<file path="config.mk">
export PLATFORM = sky130hd
export DESIGN_NAME = hdmi_video_timing
export DESIGN_NICKNAME = d
export VERILOG_FILES = /design/src/rtl/hdmi_video_timing.sv
export SDC_FILE = /design/constraint.sdc
export NUM_CORES = 1
export LEC_CHECK = 0
export ABC_AREA = 1
export BUFFER_PORTS_ARGS = -buffer_cell sky130_fd_sc_hd__buf_2
export CORE_MARGIN = 4
export CORE_UTILIZATION = 53
export CTS_CLUSTER_DIAMETER = 120
export DETAILED_ROUTE_END_ITERATION = 8
export GPL_TIMING_DRIVEN = 0
export PLACE_DENSITY = 0.79
export SKIP_LAST_GASP = 1
export SYNTH_ARGS = -nofsm -noshare
export SYNTH_HDL_FRONTEND = slang
export SYNTH_SLANG_ARGS = --single-unit
</file>
<file path="constraint.sdc">
create_clock -name clk -period 4.9 [get_ports clk]
set_clock_uncertainty 0.05 [all_clocks]
set_input_delay 0.98 -clock clk [delete_from_list [all_inputs] [get_ports clk]]
set_output_delay 0.98 -clock clk [all_outputs]
set_load 0.01 [all_outputs]
</file>
<file path="src/rtl/hdmi_video_timing.sv">
// Raster timing generator and colour-bar source feeding the three TMDS
// encoders. All outputs are a one-clock registered decode of (h_cnt, v_cnt).

// Per-channel pixel register: blanks outside the active area and picks
// either the bar level or the constant fill colour.
module hdmi_vt_lane #(
  parameter int VEC_W = 8
) (
  input  logic             clk,
  input  logic             rst,
  input  logic             act,
  input  logic             pattern_en,
  input  logic             bar_on,
  input  logic [VEC_W-1:0] fill,
  output logic [VEC_W-1:0] d
);

  // Registered channel data; zero whenever the decode is outside the active area
  always_ff @(posedge clk or negedge rst) begin
    if (!rst)            d <= '0;
    else if (!act)       d <= '0;
    else if (pattern_en) d <= bar_on ? {VEC_W{1'b1}} : '0;
    else                 d <= fill;
  end

endmodule

module hdmi_video_timing #(
  parameter int H_ACTIVE = 640,
  parameter int H_FP     = 16,
  parameter int H_SYNC   = 96,
  parameter int H_BP     = 48,
  parameter int V_ACTIVE = 480,
  parameter int V_FP     = 10,
  parameter int V_SYNC   = 2,
  parameter int V_BP     = 33,
  parameter bit HS_POL   = 1'b0,
  parameter bit VS_POL   = 1'b0
) (
  input  logic        clk,
  input  logic        rst,
  input  logic        pattern_en,
  input  logic [7:0]  fill_r,
  input  logic [7:0]  fill_g,
  input  logic [7:0]  fill_b,
  output logic        den,
  output logic [1:0]  c_blue,
  output logic [7:0]  d_r,
  output logic [7:0]  d_g,
  output logic [7:0]  d_b,
  output logic [11:0] pix_x,
  output logic [11:0] pix_y,
  output logic        frame_start
);

  localparam int NUM_LANES = 3;
  localparam int VEC_W     = 8;

  localparam int H_TOTAL = H_ACTIVE + H_FP + H_SYNC + H_BP;
  localparam int V_TOTAL = V_ACTIVE + V_FP + V_SYNC + V_BP;

  localparam logic [11:0] H_LAST = 12'(H_TOTAL - 1);
  localparam logic [11:0] V_LAST = 12'(V_TOTAL - 1);

  // 13-bit compare constants so a region edge equal to 4096 still fits
  localparam logic [12:0] H_ACT  = 13'(H_ACTIVE);
  localparam logic [12:0] HS_BEG = 13'(H_ACTIVE + H_FP);
  localparam logic [12:0] HS_END = 13'(H_ACTIVE + H_FP + H_SYNC);
  localparam logic [12:0] V_ACT  = 13'(V_ACTIVE);
  localparam logic [12:0] VS_BEG = 13'(V_ACTIVE + V_FP);
  localparam logic [12:0] VS_END = 13'(V_ACTIVE + V_FP + V_SYNC);

  logic [11:0] h_cnt, v_cnt;
  logic [12:0] h_ext, v_ext;
  logic        act, hs_on, vs_on;
  logic [6:0]  bar_ge;
  logic [2:0]  bar_idx;

  logic [NUM_LANES-1:0][VEC_W-1:0] fill_vec;
  logic [NUM_LANES-1:0][VEC_W-1:0] d_vec;

  assign h_ext = {1'b0, h_cnt};
  assign v_ext = {1'b0, v_cnt};

  // Raster counters: h wraps every line, v advances on the h wrap
  always_ff @(posedge clk or negedge rst) begin
    if (!rst) begin
      h_cnt <= '0;
      v_cnt <= '0;
    end else if (h_cnt == H_LAST) begin
      h_cnt <= '0;
      v_cnt <= (v_cnt == V_LAST) ? 12'd0 : v_cnt + 12'd1;
    end else begin
      h_cnt <= h_cnt + 12'd1;
    end
  end

  assign act   = (h_ext < H_ACT) && (v_ext < V_ACT);
  assign hs_on = (h_ext >= HS_BEG) && (h_ext < HS_END);
  assign vs_on = (v_ext >= VS_BEG) && (v_ext < VS_END);

  // Bar k starts at ceil(k*H_ACTIVE/8); x >= that is exactly floor(8x/H_ACTIVE) >= k,
  // so the bar index is the height of this thermometer code.
  for (genvar k = 1; k < 8; k++) begin : g_bnd
    localparam logic [12:0] BND = 13'((k * H_ACTIVE + 7) / 8);
    assign bar_ge[k-1] = (h_ext >= BND);
  end

  // Thermometer-to-index: count the boundaries already passed
  always_comb begin
    bar_idx = 3'd0;
    for (int k = 0; k < 7; k++) bar_idx = bar_idx + {2'b00, bar_ge[k]};
  end

  // Timing outputs: registered decode of the current counter pair
  always_ff @(posedge clk or negedge rst) begin
    if (!rst) begin
      den         <= 1'b0;
      c_blue      <= {~VS_POL, ~HS_POL};
      pix_x       <= '0;
      pix_y       <= '0;
      frame_start <= 1'b0;
    end else begin
      den         <= act;
      c_blue      <= {vs_on ? VS_POL : ~VS_POL, hs_on ? HS_POL : ~HS_POL};
      pix_x       <= act ? h_cnt : 12'd0;
      pix_y       <= act ? v_cnt : 12'd0;
      frame_start <= (h_cnt == 12'd0) && (v_cnt == 12'd0);
    end
  end

  // Lane 2 = red, 1 = green, 0 = blue, matching bar index bit order
  assign fill_vec = {fill_r, fill_g, fill_b};

  for (genvar i = 0; i < NUM_LANES; i++) begin : g_lane
    hdmi_vt_lane #(.VEC_W(VEC_W)) u_lane (
      .clk        (clk),
      .rst        (rst),
      .act        (act),
      .pattern_en (pattern_en),
      .bar_on     (bar_idx[i]),
      .fill       (fill_vec[i]),
      .d          (d_vec[i])
    );
  end

  assign {d_r, d_g, d_b} = d_vec;

endmodule

</file>
==> impl_metrics.json <==
{
  "path_common_cell": "fa_1",
  "post_cts_buffers": 0,
  "synth_area_leaders": "dfrtp_1 56%, nor2_1 8.6%, nand2_1 5.8%, inv_1 4.1%, o21ai_0 3.9%",
  "vias_per_cell": 5.10,
  "synth_top_family_by_area": "simple AND/OR/NAND/NOR gates",
  "rr_startpoint": "h_cnt[10]",
  "remaining_drc_errors": 0,
  "synthSimpleGateAreaFrac_pct": 24.0,
  "coreArea_um2": 5990,
  "die_height_um": 87.1,
  "maxSlewViolCount": 0,
  "dieArea_um2": 7590,
  "synth_edf_count": 0,
  "dr.pass1.iters": 4,
  "ant_nets": 0,
  "clock_path_buffers": 2,
  "finalHoldViolations": 0,
  "max_cap_viol_count": 0,
  "grt_max_degree": 77,
  "placed_area_um2": 3820,
  "std_cell_rows": 28,
  "grt_pass1_vias": 2638,
  "max_freq_mhz": 268,
  "hold_buffers": 0,
  "antenna_found_initial": 0,
  "ys_seq_area_share_pct": 57.4,
  "ff2ff_setup_slack_ps": 1160,
  "worst-path-buf-inv": 1,
  "status": "completed",
  "worst_ep_arrival_time_ps": 3900,
  "netlist_instances": 356,
  "power.static_leakage_nw": 2.14,
  "hp-start": "h_cnt[0]",
  "stdcell_area_um2": 4080,
  "r2r_end": "g_lane[1].u_lane.d[0]",
  "wl_um": 7220,
  "synth.distinct_cells": 34,
  "min_to": "h_cnt[0]",
  "synth-seq-cells": 76,
  "powerDensity_nw_per_um2": 324,
  "cp_max_fo": 8,
  "yosysTopAreaCellShare_pct": 55.8,
  "nets": 483,
  "initial_utilization_pct": 55.4,
  "cts.sinks": 76,
  "cp_data_required_time_ps": 5070,
  "cts_resized": 0,
  "postSynthAreaPerCell_um2": 9.32,
  "cts-root-buf": "clkbuf_8",
  "htreeDepth": 3,
  "hold_slack_ps": 443,
  "clkTransAtPathRegs_ps": 80,
  "synthArstFlopShare_pct": 100,
  "setup_tns_ps": 0,
  "synth_compound_area_share_pct": 5.62,
  "gp_routability_congestion": 0.924,
  "grt_pass1_wl_um": 12300,
  "ys_warn_count": 0,
  "area_delta_synth_final_pct": 22.9,
  "synth_mux_area_share_pct": 0,
  "period_share_pct": 76.2,
  "port_buffers": 77,
  "hpwl_um": 5210,
  "peakVddDrop_mv": 0.250,
  "crit_family": "adder cells",
  "synth_common_cells": "76 x nor2_1, 74 x dfrtp_1, 51 x nand2_1, 36 x inv_1, 26 x o21ai_0",
  "insertedDiodeCount": 0,
  "synth_xor_area_share_pct": 2.37,
  "die_w_um": 87.1,
  "cts_tree": "done",
  "yosys_most_used_dff": "dfrtp_1",
  "synthMostInstantiatedCell": "nor2_1",
  "syn_area_um2": 3320,
  "place_ws_ps": 1230,
  "clk_latency_ps": 340,
  "layout-drive-gt1-share_pct": 26.5,
  "grt_overflow": 0,
  "grt_use_total_pct": 20.9,
  "ff2ff_path_depth": 12,
  "tightest_slew_ps": 894,
  "critPathMaxStageDelay_ps": 550,
  "post-route-min-period_ps": 3740,
  "start_kind": "flop",
  "numCtsBuffers": 9,
  "vias": 2691,
  "critPathKind": "reg2reg",
  "cpMaxStageDelayCell": "fa_1",
  "routedWlPerCell_um": 13.7,
  "hold_depth": 1,
  "hold_path.class": "reg2reg",
  "yosys.area.top_type": "dfrtp_1",
  "synthAdderAreaFrac_pct": 3.92,
  "rsz0062_at_grt": "false",
  "end_kind": "flop",
  "ioPinCount": 79,
  "final_util_pct": 68.1,
  "slew_headroom_pct": 40.4,
  "fin_ws_ps": 1160,
  "drt_iter0_drc": 152,
  "crit_chain": "nor2_2 -> nand2_1 -> nor2_1 -> o211ai_1 -> fa_1 -> inv_1 -> fa_1 -> fa_1 -> fa_1 -> nand2_1 -> o21ai_0 -> nor2_1",
  "finalSetupViolations": 0
}
==> registers in the layout, summed over array words and instances (netlist names) <==
register,flops
pix_x,12
v_cnt,12
c_blue,2
h_cnt,12
pix_y,12
den,1
frame_start,1
g_lane.u_lane.d,24
==> layout make-up <==
cell class                 instances  area [um2]
clock inverter                     6         136
sequential                        76        1900
buffer                            10        62.6
inverter                          42         158
tap                               75        93.8
clock buffer                      10         128
fill                             482        1910
multi-input combinational        232        1210
timing repair buffer              77         388
==> per-stage QoR <==
stage               std cells  power [mW]
global route              528        1.38
floorplan                 360       0.680
detailed placement        512       0.721
CTS                       528        1.33
global placement          512       0.719
finish                    528        1.32
==> worst reg2reg max path, delay by kind of cell, from the launching register on <==
family	cells	cell delay, ps
AO/OA/AOI/OAI	2	330
adder cells (fa/ha/maj)	4	1990
buffers and inverters	1	50
flip-flops	1	410
AND/OR/NAND/NOR	5	800
==> power by group <==
group	switching (mW)	leakage [nW]	internal, mW
registers	0.00379	0.974	0.641
logic	0.0395	1.04	0.0232
clock network	0.222	0.127	0.391
total	0.266	2.14	1.06
==> worst max-delay path by stage <==
stage                    from                    end  cells after the start
floorplan           h_cnt[10]  g_lane[1].u_lane.d[7]                     12
global placement    h_cnt[10]  g_lane[1].u_lane.d[5]                     12
detailed placement  h_cnt[10]  g_lane[1].u_lane.d[7]                     12
CTS                 h_cnt[10]  g_lane[1].u_lane.d[0]                     12
global route        h_cnt[10]  g_lane[1].u_lane.d[0]                     12
finish              h_cnt[10]  g_lane[1].u_lane.d[0]                     12
==> per-layer routing <==
layer	track usage, %	vias up	share of wire [%]
li1	-	1295	-
met1	28.0	1242	43
met2	32.0	134	44
met3	5.49	20	11
met4	9.34	0	2.8
met5	0	-	0
==> cells by family after synthesis <==
family	Yosys count
other	1
XOR/XNOR	9
AO/OA/AOI/OAI	35
AND/OR/NAND/NOR	175
flip-flops	76
buffers and inverters	52
adder cells (fa/ha/maj)	8
==> cell usage in the layout (no fill, tap or decap), types with 2 or more instances in the layout <==
cell type and count:
nor2_2 3, nand2_2 3, inv_2 5, fa_1 4, a21oi_1 2, nand3b_1 2, inv_1 36, nor3_1 8
o21ai_1 3, conb_1 5, clkbuf_8 9, clkbuf_1 4, o21ai_2 2, nand2_1 51, buf_2 78, dfstp_2 2
xor2_1 9, nand4_1 9, nor2_4 2, buf_4 5, o21ai_0 26, bufinv_16 4, nor2_1 76, ha_1 4
dfrtp_1 74, nand3_1 15
Note: power is estimated with default switching activity, not from simulation.
